==> src/rtl/hazard_pkg.sv <==
// Shared types and constants for the pipeline hazard controller.
package hazard_pkg;

  localparam int REG_ADDR_W          = 4;
  localparam int MDU_TIMEOUT_DEFAULT = 64;
  localparam int CNT_W_DEFAULT       = 16;

  typedef enum logic [0:0] {
    ST_RUN      = 1'b0,
    ST_MDU_BUSY = 1'b1
  } state_e;

endpackage

==> src/rtl/hazard_ctrl_load_use_detect.sv <==
// Combinational load-use detector: EX load whose destination feeds an ID source operand.
module load_use_detect
  import hazard_pkg::*;
(
  input  logic                  MemRead_ex,
  input  logic [REG_ADDR_W-1:0] rdAddr_ex,
  input  logic [REG_ADDR_W-1:0] rs1Addr_id,
  input  logic [REG_ADDR_W-1:0] rs2Addr_id,
  input  logic                  rs1Used_id,
  input  logic                  rs2Used_id,
  output logic                  hit
);

  logic rs1_match;
  logic rs2_match;

  assign rs1_match = rs1Used_id && (rs1Addr_id == rdAddr_ex);
  assign rs2_match = rs2Used_id && (rs2Addr_id == rdAddr_ex);

  // x0 is hard-wired zero, so a load targeting it never creates a dependency.
  assign hit = MemRead_ex && (rdAddr_ex != '0) && (rs1_match || rs2_match);

endmodule

==> src/rtl/hazard_ctrl.sv <==
// Pipeline hazard controller: load-use stall, branch flush, optional multi-cycle MDU
// interlock with watchdog (enabled by HAZARD_MDU_EN), and a saturating stall counter.
module hazard_ctrl
  import hazard_pkg::*;
#(
  parameter int MDU_TIMEOUT = MDU_TIMEOUT_DEFAULT,
  parameter int CNT_W       = CNT_W_DEFAULT
) (
  input  logic                  clk,
  input  logic                  rst_n,
  input  logic                  MemRead_ex,
  input  logic [REG_ADDR_W-1:0] rdAddr_ex,
  input  logic [REG_ADDR_W-1:0] rs1Addr_id,
  input  logic [REG_ADDR_W-1:0] rs2Addr_id,
  input  logic                  rs1Used_id,
  input  logic                  rs2Used_id,
  input  logic                  BranchTaken_ex,
  input  logic                  mdu_start_ex,
  input  logic                  mdu_done,
  input  logic                  perf_clr,
  output logic                  Stall_if,
  output logic                  Stall_id,
  output logic                  Stall_ex,
  output logic                  Bubble_ex,
  output logic                  Flush_id,
  output logic                  mdu_go,
  output logic                  mdu_err,
  output logic [CNT_W-1:0]      stall_cycles
);

  logic load_use;

  load_use_detect u_load_use_detect (
    .MemRead_ex (MemRead_ex),
    .rdAddr_ex  (rdAddr_ex),
    .rs1Addr_id (rs1Addr_id),
    .rs2Addr_id (rs2Addr_id),
    .rs1Used_id (rs1Used_id),
    .rs2Used_id (rs2Used_id),
    .hit        (load_use)
  );

`ifdef HAZARD_MDU_EN
  localparam int WD_W = $clog2(MDU_TIMEOUT + 1);

  state_e          state_q;
  state_e          state_d;
  logic [WD_W-1:0] wd_q;
  logic            timeout;
  logic            err_q;

  assign timeout = (wd_q == WD_W'(MDU_TIMEOUT - 1));
  assign mdu_err = err_q;

  always_comb begin
    // NOTE: every combinational output gets a default first, so no path can infer a latch.
    Stall_if  = 1'b0;
    Stall_id  = 1'b0;
    Stall_ex  = 1'b0;
    Bubble_ex = 1'b0;
    Flush_id  = 1'b0;
    mdu_go    = 1'b0;
    state_d   = state_q;
    case (state_q)
      ST_RUN: begin
        if (BranchTaken_ex) begin
          Flush_id  = 1'b1;
          Bubble_ex = 1'b1;
        end else if (mdu_start_ex) begin
          mdu_go   = 1'b1;
          Stall_if = 1'b1;
          Stall_id = 1'b1;
          Stall_ex = 1'b1;
          state_d  = ST_MDU_BUSY;
        end else if (load_use) begin
          Stall_if  = 1'b1;
          Stall_id  = 1'b1;
          Bubble_ex = 1'b1;
        end
      end
      ST_MDU_BUSY: begin
        // Release the pipeline on the done cycle or when the watchdog gives up.
        if (mdu_done || timeout) begin
          state_d = ST_RUN;
        end else begin
          Stall_if = 1'b1;
          Stall_id = 1'b1;
          Stall_ex = 1'b1;
        end
      end
      default: state_d = ST_RUN;
    endcase
    if (!rst_n) begin
      Stall_if  = 1'b0;
      Stall_id  = 1'b0;
      Stall_ex  = 1'b0;
      Bubble_ex = 1'b0;
      Flush_id  = 1'b0;
      mdu_go    = 1'b0;
    end
  end

  always_ff @(posedge clk) begin
    // NOTE: sequential state uses non-blocking assignments so all registers update together.
    if (!rst_n) begin
      state_q <= ST_RUN;
      wd_q    <= '0;
      err_q   <= 1'b0;
    end else begin
      state_q <= state_d;
      if (state_q == ST_RUN) begin
        wd_q <= '0;
      end else if (!mdu_done && !timeout) begin
        wd_q <= wd_q + WD_W'(1);
      end
      if ((state_q == ST_MDU_BUSY) && !mdu_done && timeout) begin
        err_q <= 1'b1;
      end
    end
  end
`else
  logic unused_mdu;

  assign unused_mdu = ^{mdu_start_ex, mdu_done, 32'(MDU_TIMEOUT)};
  assign Stall_ex   = 1'b0;
  assign mdu_go     = 1'b0;
  assign mdu_err    = 1'b0;

  always_comb begin
    // NOTE: every combinational output gets a default first, so no path can infer a latch.
    Stall_if  = 1'b0;
    Stall_id  = 1'b0;
    Bubble_ex = 1'b0;
    Flush_id  = 1'b0;
    if (rst_n) begin
      if (BranchTaken_ex) begin
        Flush_id  = 1'b1;
        Bubble_ex = 1'b1;
      end else if (load_use) begin
        Stall_if  = 1'b1;
        Stall_id  = 1'b1;
        Bubble_ex = 1'b1;
      end
    end
  end
`endif

  // Clear wins over increment; the count sticks at all-ones.
  always_ff @(posedge clk) begin
    if (!rst_n) begin
      stall_cycles <= '0;
    end else if (perf_clr) begin
      stall_cycles <= '0;
    end else if (Stall_if && (stall_cycles != '1)) begin
      stall_cycles <= stall_cycles + CNT_W'(1);
    end
  end

endmodule

==> config.mk <==
export PLATFORM = sky130hd
export DESIGN_NAME = hazard_ctrl
export DESIGN_NICKNAME = d
export VERILOG_FILES = /design/src/rtl/hazard_pkg.sv /design/src/rtl/hazard_ctrl_load_use_detect.sv /design/src/rtl/hazard_ctrl.sv
export SDC_FILE = /design/constraint.sdc
export NUM_CORES = 1
export LEC_CHECK = 0
export BUFFER_PORTS_ARGS = -buffer_cell sky130_fd_sc_hd__buf_4
export CAP_MARGIN = 40
export CORE_AREA = 10 10 57 59
export DETAILED_ROUTE_END_ITERATION = 16
export DIE_AREA = 0 0 67 69
export PLACE_DENSITY_LB_ADDON = 0.2
export SYNTH_ARGS = -nofsm -noshare
export SYNTH_HDL_FRONTEND = slang
export SYNTH_SLANG_ARGS = --single-unit
==> constraint.sdc <==
create_clock -name clk -period 4.52 [get_ports clk]
set_input_delay 1.13 -clock clk [delete_from_list [all_inputs] [get_ports clk]]
set_output_delay 1.13 -clock clk [all_outputs]
set_load 0.01 [all_outputs]
==> load_flow_metrics.sql, run 1 <==
INSERT INTO impl_metrics (metric_group, metric, value, unit) VALUES
('clock_network', 'cts_made_buffers', '3', ''),
('sta', 'hold_violation_count_in_the_final_report', '0', ''),
('worst_setup_path', 'critical_path.reg2reg.startpoint', 'stall_cycles[0]', ''),
('die', 'die_y', '69', 'um'),
('cells_and_area', 'final_layout_size_suffix_gt1_share', '30.12', '%'),
('clock_network', 'cts.sink_count', '16', ''),
('pwr', 'cellLeakagePower', '0.5262', 'nW'),
('worst_setup_path', 'timing.critical_path.from', 'rdAddr_ex[0]', ''),
('sta', 'report.final.slew_viol_count', '0', ''),
('clock_network', 'post_cts_resized', '0', ''),
('die', 'die_w', '67', 'um'),
('clock_network', 'clk_pin_slew', '90', 'ps'),
('clock_network', 'ctsHoldBuffers', '0', ''),
('placed_design', 'routabilityCongestion', '0.8281', ''),
('sta', 'transition_at_the_pin_with_the_smallest_max_transition_slack', '584.1', 'ps'),
('worst_setup_path', 'cp_data_arrival_time', '2540', 'ps'),
('clock_network', 'cts_tree', 'built', ''),
('cells_and_area', 'number_of_nets_in_the_layout', '189', ''),
('global_route', 'grt_util_all_layers', '12.06', '%'),
('die', 'die_area', '4623', 'sq um'),
('cells_and_area', 'reg_top3', 'stall_cycles x16', ''),
('yosys', 'synth-seq-cells', '16', ''),
('global_route', 'first_global_vias', '1023', ''),
('global_route', 'grt_start_max_net_pins', '16', ''),
('yosys', 'synth_cell_types', '35', ''),
('cells_and_area', 'antenna_cells_inserted', '0', ''),
('worst_setup_path', 'critical_path.cell_chain', 'buf_4 > o41ai_1 > or3b_4 > nor3_4 > nor2_2 > inv_1 > buf_4', ''),
('sta', 'setup_viol_count_final', '0', ''),
('pwr', 'vdd_ir_drop_max', '0.2251', 'mV'),
('routing', 'firstDrtPassIters', '4', ''),
('yosys', 'yosysWarningCount', '0', ''),
('hold_path', 'timing.hold.worst.start', 'stall_cycles[7]', ''),
('routing', 'route.detailed.drc', '0', ''),
('cells_and_area', 'multi_input_area', '668.1', 'sq um'),
('sta', 'finalCriticalPeriod', '3668', 'ps'),
('routing', 'wl_per_cell', '14.03', 'um'),
('cells_and_area', 'layout.cells.most_common_list', 'sky130_fd_sc_hd__buf_4, sky130_fd_sc_hd__dfxtp_1, sky130_fd_sc_hd__a21oi_1', ''),
('clock_network', 'clk-insertion-delay-late', '290', 'ps'),
('routing', 'initialDrtViolationCount', '54', ''),
('routing', 'drt-total-wl', '2721', 'um'),
('yosys', 'synth_seq_area_share', '30.99', '%'),
('die', 'start_util', '48.11', '%'),
('placed_design', 'hpwl_detailed', '2230', 'um'),
('worst_setup_path', 'timing.critical_path.mode_cell', 'sky130_fd_sc_hd__buf_4', ''),
('cells_and_area', 'layout.area.seq', '320.3', 'sq um'),
('worst_setup_path', 'r2r_end', 'stall_cycles[11]', ''),
('worst_setup_path', 'rrSetupSlack', '2600', 'ps'),
('yosys', 'syn-cell-area', '1033', 'sq um'),
('placed_design', 'place_inst', '190', ''),
('worst_setup_path', 'worst-setup-path-type', 'input pin to output port', ''),
('global_route', 'gr_overflow_total', '0', ''),
('cells_and_area', 'mostFrequentLayoutCell', 'sky130_fd_sc_hd__buf_4', ''),
('cells_and_area', 'areaGrowthSynthToFinish', '31.96', '%'),
('sta', 'max_freq', '272.7', 'MHz'),
('global_route', 'antenna_found_initial', '0', ''),
('worst_setup_path', 'timing.critical_path.to', 'Stall_id', ''),
('outcome', 'status', 'complete, no violations', ''),
('pwr', 'design_power_total', '0.2717', 'mW'),
('worst_setup_path', 'timing.critical_path.fanout_max', '8', ''),
('worst_setup_path', 'reg2reg_depth', '7', ''),
('sta', 'fin_worst_skew', '3.272', 'ps'),
('sta', 'grt_setup_unrepaired', 'false', ''),
('cells_and_area', 'fillerInstances', '227', ''),
('clock_network', 'maximum_level_of_the_cts_h_tree', '1', ''),
('placed_design', 'place.port_buffers', '38', ''),
('yosys', 'top_area_cell_type_share_of_the_netlist_area', '30.99', '%'),
('worst_setup_path', 'worst_setup_path_start_kind', 'input pin', ''),
('global_route', 'grt_first_pass_wirelength', '4636', 'um'),
('pwr', 'power_density', '199.2', 'nW/um^2'),
('routing', 'drtAntennaViolNets', '0', ''),
('clock_network', 'max_root_sink_buffers', '2', '');
report_power, final:
| part | leakage, nW | switching (mW) | total (mW) | internal [mW] |
|---|---|---|---|---|
| clock network | 0.0210 | 0.0464 | 0.0955 | 0.0491 |
| registers | 0.129 | 0.0000672 | 0.141 | 0.141 |
| logic | 0.376 | 0.0165 | 0.0352 | 0.0187 |
| total | 0.526 | 0.0629 | 0.272 | 0.209 |
routing by layer:
metal	up-vias	track usage (%)	share of wire (%)
li1	548	-	-
met5	-	0	0
met3	4	4.509	6.6
met1	505	14.17	41
met4	0	2.715	0.85
met2	25	19.87	51
worst max-delay path: cells and delay by family:
| family | cells | cell delay (ps) |
|---|---|---|
| AOI/OAI and AO/OA | 1 | 450 |
| and+or+nand+nor | 3 | 590 |
| buffers and inverters | 3 | 360 |
metrics by stage:
stage / instance area [sq um] / hold slack [ps] / utilization [%]
after floorplan: 1041 / 510.0 / -
after global placement: 1328 / 492.2 / 61.79
final: 1364 / 519.1 / 63.48
after detailed placement: 1328 / 501.0 / 61.79
after global routing: 1364 / 556.3 / 63.48
after CTS: 1364 / 518.3 / 63.48
Yosys cell counts (all sizes together):
cell type / instances
and3: 2
buf: 4
o31ai: 4
ha: 1
clkbuf: 1
nor3: 2
nand4: 4
or2b: 1
a21oi: 11
inv: 5
or4: 5
dfxtp: 16
nor2b: 3
xor2: 3
a2111o: 1
mux2i: 1
xnor2: 4
nand2: 6
o211ai: 3
a31o: 1
or3: 7
nand2b: 3
or3b: 1
o21a: 1
nor2: 9
o21ai: 12
o41ai: 3
o2111ai: 1
nand3: 7
conb: 1
and4: 3
and2: 1
cells by family after synthesis:
group                      after synthesis  synth area share [%]
DFF                                     16                 30.99
muxes                                    1                0.9686
other                                    1                0.3628
xor gates and xnor gates                 7                 5.932
buffers and inverters                   10                 5.085
AOI/OAI and AO/OA                       37                 23.00
adders and majority gates                1                 1.210
and+or+nand+nor                         54                 32.45
cell type report:
| cell class | count | area share, % |
|---|---|---|
| Timing Repair Buffer | 38 | 20.92 |
| Sequential cell | 16 | 23.49 |
| Clock buffer | 4 | 2.661 |
| Tap cell | 28 | 2.569 |
| Multi-Input combinational cell | 103 | 48.99 |
| Inverter | 5 | 1.376 |
worst min-delay path by stage:
| stage | to | slack, ps |
|---|---|---|
| after floorplan | stall_cycles[7] | 510 |
| after global placement | stall_cycles[7] | 490 |
| after detailed placement | stall_cycles[7] | 500 |
| after CTS | stall_cycles[7] | 520 |
| after global routing | stall_cycles[6] | 560 |
| final | stall_cycles[7] | 520 |
(Power assumes the default switching activity.)
==> run 2: changes to the inputs <==
--- a/config.mk
+++ b/config.mk
@@ -5,11 +5,12 @@
 export SDC_FILE = /design/constraint.sdc
 export NUM_CORES = 1
 export LEC_CHECK = 0
+export ABC_AREA = 1
 export BUFFER_PORTS_ARGS = -buffer_cell sky130_fd_sc_hd__buf_4
 export CAP_MARGIN = 40
-export CORE_AREA = 10 10 57 59
+export CORE_AREA = 10 10 61 63
 export DETAILED_ROUTE_END_ITERATION = 16
-export DIE_AREA = 0 0 67 69
+export DIE_AREA = 0 0 71 73
 export PLACE_DENSITY_LB_ADDON = 0.2
 export SYNTH_ARGS = -nofsm -noshare
 export SYNTH_HDL_FRONTEND = slang
==> constraint.sdc (replaced) <==
create_clock -name clk -period 3.4 [get_ports clk]
set_input_delay 0.85 -clock clk [delete_from_list [all_inputs] [get_ports clk]]
set_output_delay 0.85 -clock clk [all_outputs]
set_load 0.01 [all_outputs]
==> run 2 against run 1 <==
Compared with the run above:
- utilization decreased by 6.0 points
- final area grew 10%
- worst setup slack got worse by 280 ps
- register-to-register slack got worse by 970 ps
- global-route usage fell by 1.7 points
- sequential power increased by 33%
- via count increased by 12%
- critical path type unchanged
- highest routed layer unchanged
==> load_flow_metrics.sql, run 2 <==
INSERT INTO impl_metrics (metric_group, metric, value, unit) VALUES
('outcome', 'status', 'complete, no violations', ''),
('sta', 'report.final.slew_viol_count', '0', ''),
('pwr', 'power_switching_share', '24.46', '%'),
('placed_design', 'hpwl_detailed', '2221', 'um'),
('cells_and_area', 'antenna_cells_inserted', '0', ''),
('cells_and_area', 'final_cell_area', '1504', 'sq um'),
('global_route', 'grt_start_max_net_pins', '17', ''),
('worst_setup_path', 'setup.worst_path.end_class', 'output port', ''),
('cells_and_area', 'largest_register', 'stall_cycles', ''),
('worst_setup_path', 'cp_data_arrival_time', '1980', 'ps'),
('pwr', 'power_density', '245.1', 'nW/um^2'),
('yosys', 'synth.top_cells.by_area', 'sky130_fd_sc_hd__dfxtp_1, sky130_fd_sc_hd__nand2_1, sky130_fd_sc_hd__nor2_1', ''),
('yosys', 'top_area_cell_type_share_of_the_netlist_area', '27.26', '%'),
('routing', 'wl_per_cell', '10.18', 'um'),
('worst_setup_path', 'cp.depth', '9', ''),
('sta', 'grt_setup_unrepaired', 'false', ''),
('yosys', 'syn-cell-area', '1175', 'sq um'),
('placed_design', 'place_inst', '268', ''),
('clock_network', 'ctsHoldBuffers', '0', ''),
('flow_run', 'drv.max_cap_violation_count', '0', ''),
('pwr', 'comb_power_share', '14.3', '%'),
('global_route', 'grt_first_pass_wirelength', '4581', 'um'),
('global_route', 'first_global_vias', '1071', ''),
('worst_setup_path', 'worst-setup-path-type', 'input pin to output port', ''),
('clock_network', 'cts-root-buf', 'sky130_fd_sc_hd__clkbuf_4', ''),
('worst_setup_path', 'timing.critical_path.fanout_max', '12', ''),
('pwr', 'internal-power', '0.2785', 'mW'),
('sta', 'fin_worst_skew', '2.621', 'ps'),
('cells_and_area', 'mostFrequentLayoutCell', 'sky130_fd_sc_hd__nand2_1', ''),
('cells_and_area', 'fillerInstances', '275', ''),
('yosys', 'synth.largest_area_cell', 'sky130_fd_sc_hd__dfxtp_1', ''),
('cells_and_area', 'reg_top3', 'stall_cycles x16', ''),
('routing', 'firstDrtPassIters', '4', ''),
('yosys', 'synth-async-reset-ratio', '0', '%'),
('sta', 'period_utilization', '83.23', '%'),
('routing', 'dr_total_vias', '1214', ''),
('yosys', 'yosysWarningCount', '0', ''),
('clock_network', 'max_root_sink_buffers', '2', ''),
('die', 'start_util', '44.93', '%'),
('routing', 'initialDrtViolationCount', '62', ''),
('sta', 'max_freq', '353.4', 'MHz'),
('clock_network', 'postCtsSetupRepairBufs', '0', ''),
('clock_network', 'clk_pin_slew', '100', 'ps'),
('placed_design', 'dpl-instance-area', '1468', 'sq um'),
('routing', 'drtAntennaViolNets', '0', ''),
('placed_design', 'place_ws', '559.8', 'ps'),
('worst_setup_path', 'timing.critical_path.slowest_cell_delay', '230', 'ps'),
('placed_design', 'routabilityCongestion', '0.7680', ''),
('routing', 'post_drt_via_cell_ratio', '4.463', ''),
('pwr', 'vdd_ir_drop_max', '0.2196', 'mV'),
('global_route', 'gr_overflow_total', '0', ''),
('pwr', 'design_power_total', '0.3687', 'mW'),
('yosys', 'synth-edff-count', '0', ''),
('global_route', 'antenna_found_initial', '0', ''),
('worst_setup_path', 'timing.critical_path.from', 'rdAddr_ex[0]', ''),
('die', 'core_area', '2615', 'sq um'),
('yosys', 'synth_seq_area_share', '27.26', '%'),
('worst_setup_path', 'crit_path_top_delay_cell', 'sky130_fd_sc_hd__nand3_4', ''),
('cells_and_area', 'areaGrowthSynthToFinish', '28.01', '%'),
('pwr', 'switchingPower', '0.09016', 'mW'),
('routing', 'wl_met2', '1262', 'um'),
('clock_network', 'maximum_level_of_the_cts_h_tree', '1', ''),
('sta', 'finalCriticalPeriod', '2830', 'ps'),
('clock_network', 'cts_tree', 'built', ''),
('yosys', 'synthesis.area_per_instance', '5.816', 'sq um'),
('pwr', 'cellLeakagePower', '0.7345', 'nW'),
('routing', 'drt-total-wl', '2768', 'um'),
('worst_setup_path', 'r2r_end', 'stall_cycles[0]', ''),
('die', 'fp-row-count', '19', ''),
('die', 'floorplan.io_pins', '44', ''),
('pwr', 'seqPwrFrac', '50.9', '%'),
('cells_and_area', 'layoutNonFillerInstCount', '272', ''),
('worst_setup_path', 'timing.critical_path.mode_cell', 'sky130_fd_sc_hd__buf_4', ''),
('cells_and_area', 'largest_register_ff_count', '16', ''),
('sta', 'setup_viol_count_final', '0', ''),
('cells_and_area', 'number_of_nets_in_the_layout', '264', ''),
('yosys', 'netlist_top_cells_count', 'sky130_fd_sc_hd__nand2_1, sky130_fd_sc_hd__nor2_1, sky130_fd_sc_hd__inv_1', ''),
('clock_network', 'post_cts_resized', '0', ''),
('global_route', 'grt_util_all_layers', '10.33', '%'),
('yosys', 'syn_inst', '202', ''),
('worst_setup_path', 'critical_path.reg2reg.startpoint', 'stall_cycles[1]', ''),
('hold_path', 'timing.hold.worst.class', 'register to register', ''),
('worst_setup_path', 'crit_family', 'simple AND/OR/NAND/NOR gates', ''),
('cells_and_area', 'layout.cells.most_common_list', 'sky130_fd_sc_hd__nand2_1, sky130_fd_sc_hd__nor2_1, sky130_fd_sc_hd__buf_4', ''),
('die', 'die_y', '73', 'um'),
('worst_setup_path', 'worst_setup_path_start_kind', 'input pin', ''),
('worst_setup_path', 'critical_path.cell_chain', 'buf_4 > inv_1 > nor2_1 > nor2_2 > nand3_1 > nand2_2 > nand3_4 > inv_2 > buf_4', ''),
('routing', 'm1WireLength', '1363', 'um'),
('routing', 'topmost_layer_with_routed_signal_wires', 'met4', ''),
('clock_network', 'cts_made_buffers', '3', ''),
('sta', 'fin_ws', '570.2', 'ps'),
('pwr', 'pwr-share-clk', '34.8', '%'),
('cells_and_area', 'postLayoutCoreUtil', '57.51', '%'),
('yosys', 'synth_top_flop_cell', 'sky130_fd_sc_hd__dfxtp_1', ''),
('yosys', 'synth_cell_types', '25', ''),
('worst_setup_path', 'critPathBufInv', '4', ''),
('worst_setup_path', 'rrSetupSlack', '1630', 'ps'),
('clock_network', 'clk-insertion-delay-late', '290', 'ps'),
('sta', 'hold_violation_count_in_the_final_report', '0', ''),
('cells_and_area', 'final_layout_size_suffix_gt1_share', '24.07', '%'),
('routing', 'route.detailed.drc', '0', ''),
('sta', 'finalHoldWorstSlack', '525.5', 'ps'),
('clock_network', 'cts.sink_count', '16', ''),
('worst_setup_path', 'critical_path_required', '2550', 'ps'),
('placed_design', 'place.port_buffers', '38', ''),
('worst_setup_path', 'timing.critical_path.to', 'Stall_id', ''),
('routing', 'routed-wl-met3', '129', 'um'),
('die', 'die_area', '5183', 'sq um'),
('yosys', 'yosys.cell_count.top_type', 'sky130_fd_sc_hd__nand2_1', ''),
('worst_setup_path', 'reg2reg_depth', '8', ''),
('sta', 'tns', '0', 'ps'),
('die', 'die_w', '71', 'um'),
('yosys', 'synth-seq-cells', '16', '');
==> run 2: cells by family (layout without fill, tap and decap cells) <==
| family | after synthesis | count (layout) | synth area share (%) |
|---|---|---|---|
| buffers and inverters | 32 | 69 | 12.25 |
| AND/OR/NAND/NOR | 145 | 145 | 54.42 |
| AO/OA/AOI/OAI | 5 | 5 | 3.194 |
| other | 1 | 3 | 0.3192 |
| XOR/XNOR | 2 | 2 | 1.491 |
| flip-flops | 16 | 16 | 27.26 |
| adder cells (fa/ha/maj) | 1 | 1 | 1.065 |
==> run 2: tightest hold or removal path, cell delays in order, from the launching register on <==
cell                      delay, ps
sky130_fd_sc_hd__dfxtp_1        350
sky130_fd_sc_hd__nor2_1         100
sky130_fd_sc_hd__nor2_1          50
==> run 2: final cells by class <==
type | instances | area (sq um) | share of cell area (%)
multi-input combinational | 156 | 718.2 | 47.75
sequential | 16 | 320.3 | 21.30
timing repair buffer | 39 | 292.8 | 19.47
inverter | 26 | 97.59 | 6.489
tap | 31 | 38.79 | 2.579
clock buffer | 4 | 36.28 | 2.413
==> run 2: worst min path at each step <==
stage,startpoint,endpoint,slack (ps),cells after the start
global placement,stall_cycles[15],stall_cycles[15],510,2
global route,stall_cycles[15],stall_cycles[15],550,2
detailed placement,stall_cycles[15],stall_cycles[15],510,2
floorplan,stall_cycles[15],stall_cycles[15],530,2
CTS,stall_cycles[15],stall_cycles[15],530,2
finish,stall_cycles[15],stall_cycles[15],530,2
==> run 2: power groups by stage <==
stage / clock network, mW / logic (mW) / registers (mW)
2_1_floorplan: 0 / 0.0297 / 0.192
3_3_place_gp: 0 / 0.0520 / 0.192
3_5_place_dp: 0 / 0.0530 / 0.192
4_1_cts: 0.131 / 0.0529 / 0.188
5_1_grt: 0.140 / 0.0593 / 0.188
6_report: 0.128 / 0.0527 / 0.188
==> run 2: metal layers <==
| metal | up-vias | track usage [%] |
|---|---|---|
| met4 | 0 | 2.581 |
| met1 | 505 | 12.45 |
| met2 | 26 | 16.91 |
| met3 | 2 | 3.810 |
| li1 | 681 | - |
| met5 | - | 0 |
==> run 3: changes to the inputs <==
==> constraint.sdc (replaced) <==
create_clock -name clk -period 2.7 [get_ports clk]
set_input_delay 0.675 -clock clk [delete_from_list [all_inputs] [get_ports clk]]
set_output_delay 0.675 -clock clk [all_outputs]
set_load 0.01 [all_outputs]
==> run 3 against run 2 <==
Compared with the run above:
- first-iteration DRC count fell by 18%
- die area is the same
- final area shrank 0.42%
- non-clock buffer count rose by 1
- largest power group unchanged
==> load_flow_metrics.sql, run 3 (same netlist as run 2, synthesis figures left out) <==
INSERT INTO impl_metrics (metric_group, metric, value, unit) VALUES
('sta', 'report.final.slew_viol_count', '0', ''),
('pwr', 'pwr-share-clk', '29.1', '%'),
('sta', 'transition_at_the_pin_with_the_smallest_max_transition_slack', '595.5', 'ps'),
('cells_and_area', 'layout.cells.most_common_list', 'sky130_fd_sc_hd__nand2_1, sky130_fd_sc_hd__nor2_1, sky130_fd_sc_hd__buf_4', ''),
('clock_network', 'cts_made_buffers', '3', ''),
('cells_and_area', 'layoutNonFillerInstCount', '272', ''),
('clock_network', 'clk_pin_slew', '90', 'ps'),
('pwr', 'power_switching_share', '24.84', '%'),
('worst_setup_path', 'reg2reg_depth', '8', ''),
('flow_run', 'drv.max_cap_violation_count', '0', ''),
('routing', 'drt-total-wl', '2725', 'um'),
('cells_and_area', 'final_layout_size_suffix_gt1_share', '24.07', '%'),
('worst_setup_path', 'r2r_end', 'stall_cycles[0]', ''),
('sta', 'finalCriticalPeriod', '2237', 'ps'),
('die', 'start_util', '44.93', '%'),
('placed_design', 'routabilityCongestion', '0.7917', ''),
('routing', 'post_drt_via_cell_ratio', '4.423', ''),
('cells_and_area', 'reg_top3', 'stall_cycles x16', ''),
('hold_path', 'min_delay_path_depth', '2', ''),
('pwr', 'design_power_total', '0.4264', 'mW'),
('worst_setup_path', 'critical_path_required', '2030', 'ps'),
('cells_and_area', 'largest_register_ff_count', '16', ''),
('global_route', 'gr_overflow_total', '0', ''),
('worst_setup_path', 'cp.depth', '9', ''),
('worst_setup_path', 'critical_path.reg2reg.startpoint', 'stall_cycles[1]', ''),
('die', 'die_area', '5183', 'sq um'),
('worst_setup_path', 'crit_path_top_delay_cell', 'sky130_fd_sc_hd__nand2_2', ''),
('worst_setup_path', 'worst_setup_path_start_kind', 'input pin', ''),
('worst_setup_path', 'critPathBufInv', '4', ''),
('cells_and_area', 'fillerInstances', '283', ''),
('cells_and_area', 'areaGrowthSynthToFinish', '27.48', '%'),
('worst_setup_path', 'cp_data_arrival_time', '1560', 'ps'),
('global_route', 'grt_util_all_layers', '10.38', '%'),
('hold_path', 'min_delay_worst_endpoint', 'stall_cycles[15]', ''),
('sta', 'tns', '0', 'ps'),
('clock_network', 'maximum_level_of_the_cts_h_tree', '1', ''),
('die', 'core_area', '2615', 'sq um'),
('worst_setup_path', 'setup.worst_path.end_class', 'output port', ''),
('outcome', 'status', 'complete, no violations', ''),
('die', 'die_y', '73', 'um'),
('routing', 'wl_per_cell', '10.02', 'um'),
('global_route', 'grt_first_pass_wirelength', '4650', 'um'),
('clock_network', 'cts.sink_count', '16', ''),
('worst_setup_path', 'critical_path.cell_chain', 'buf_4 > inv_1 > nor2_1 > nor2_2 > nand3_1 > nand2_2 > nand3_4 > inv_2 > buf_4', ''),
('sta', 'fin_worst_skew', '1.958', 'ps'),
('sta', 'period_utilization', '82.84', '%'),
('global_route', 'grt_start_max_net_pins', '12', ''),
('cells_and_area', 'multi_input_area', '718.2', 'sq um'),
('routing', 'dr_total_vias', '1203', ''),
('sta', 'setup_viol_count_final', '0', ''),
('cells_and_area', 'largest_register', 'stall_cycles', ''),
('sta', 'max_freq', '447.1', 'MHz'),
('clock_network', 'post_cts_resized', '0', ''),
('pwr', 'cellLeakagePower', '0.7315', 'nW'),
('sta', 'hold_violation_count_in_the_final_report', '0', ''),
('routing', 'drtAntennaViolNets', '0', ''),
('die', 'floorplan.io_pins', '44', ''),
('pwr', 'power_density', '284.7', 'nW/um^2'),
('cells_and_area', 'mostFrequentLayoutCell', 'sky130_fd_sc_hd__nand2_1', ''),
('worst_setup_path', 'worst-setup-path-type', 'input pin to output port', ''),
('clock_network', 'cts_tree', 'built', ''),
('pwr', 'internal-power', '0.3205', 'mW'),
('placed_design', 'place.port_buffers', '38', ''),
('worst_setup_path', 'crit_family', 'simple AND/OR/NAND/NOR gates', ''),
('sta', 'grt_setup_unrepaired', 'false', ''),
('cells_and_area', 'number_of_nets_in_the_layout', '265', ''),
('pwr', 'switchingPower', '0.1059', 'mW'),
('pwr', 'seqPwrFrac', '55.4', '%'),
('worst_setup_path', 'timing.critical_path.mode_cell', 'sky130_fd_sc_hd__buf_4', ''),
('worst_setup_path', 'timing.critical_path.slowest_cell_delay', '140', 'ps'),
('placed_design', 'hpwl_detailed', '2272', 'um'),
('clock_network', 'cts-root-buf', 'sky130_fd_sc_hd__clkbuf_4', ''),
('die', 'die_w', '71', 'um'),
('cells_and_area', 'antenna_cells_inserted', '0', ''),
('cells_and_area', 'layout.area.seq', '320.3', 'sq um'),
('sta', 'fin_ws', '463.4', 'ps'),
('routing', 'initialDrtViolationCount', '51', ''),
('die', 'fp-row-count', '19', ''),
('routing', 'route.detailed.drc', '0', ''),
('routing', 'firstDrtPassIters', '4', ''),
('placed_design', 'place_ws', '446.7', 'ps'),
('sta', 'maxSlewHeadroom', '60.15', '%'),
('cells_and_area', 'postLayoutCoreUtil', '57.27', '%'),
('hold_path', 'timing.hold.worst.class', 'register to register', ''),
('clock_network', 'ctsHoldBuffers', '0', ''),
('placed_design', 'place_inst', '269', ''),
('clock_network', 'max_root_sink_buffers', '2', ''),
('pwr', 'comb_power_share', '15.5', '%'),
('clock_network', 'postCtsSetupRepairBufs', '0', ''),
('clock_network', 'clk-insertion-delay-late', '280', 'ps'),
('pwr', 'vdd_ir_drop_max', '0.3211', 'mV'),
('global_route', 'first_global_vias', '1091', ''),
('worst_setup_path', 'timing.critical_path.fanout_max', '5', ''),
('global_route', 'antenna_found_initial', '0', ''),
('hold_path', 'timing.hold.worst.start', 'stall_cycles[15]', ''),
('worst_setup_path', 'rrSetupSlack', '960', 'ps');
==> run 3: per-layer routing <==
metal	vias up	wire length [um]	GRT usage (%)
met5	-	0	0
met4	0	13	1.935
met3	2	151	4.082
met2	22	1226	16.91
met1	495	1334	12.65
li1	684	-	-
==> run 3: cell type report <==
class | count | area share [%]
clock buffers | 3 | 1.504
inverters | 26 | 6.516
multi-input cells | 156 | 47.95
flip-flops and latches | 16 | 21.39
well taps | 31 | 2.590
repair buffers | 40 | 20.05
==> run 3: metrics by stage <==
stage / hold slack, ps / area [sq um]
6_report: 523.7 / 1498
5_1_grt: 561.5 / 1498
4_1_cts: 525.5 / 1498
3_5_place_dp: 512.1 / 1475
3_3_place_gp: 507.4 / 1475
2_1_floorplan: 530.3 / 1182
==> run 3: worst max path at each step <==
stage / startpoint / endpoint / slack (ps)
finish: rdAddr_ex[0] / Stall_id / 460
global route: rdAddr_ex[2] / Stall_id / 320
CTS: rdAddr_ex[0] / Stall_id / 450
floorplan: rdAddr_ex[0] / Stall_if / 470
detailed placement: rdAddr_ex[0] / Stall_id / 450
global placement: rdAddr_ex[0] / Stall_id / 470
==> run 3: power groups by stage <==
stage               sequential (mW)  combinational, mW  clock, mW
finish                        0.236             0.0663      0.124
global route                  0.236             0.0750      0.139
CTS                           0.236             0.0668      0.132
detailed placement            0.242             0.0668          0
global placement              0.242             0.0658          0
floorplan                     0.242             0.0374          0
==> run 3: worst reg2reg max path: cells and delay by family (launching register included) <==
kind,cells,cell delay [ps]
flops,1,390
simple gates,7,1060
fa+ha+maj,1,190
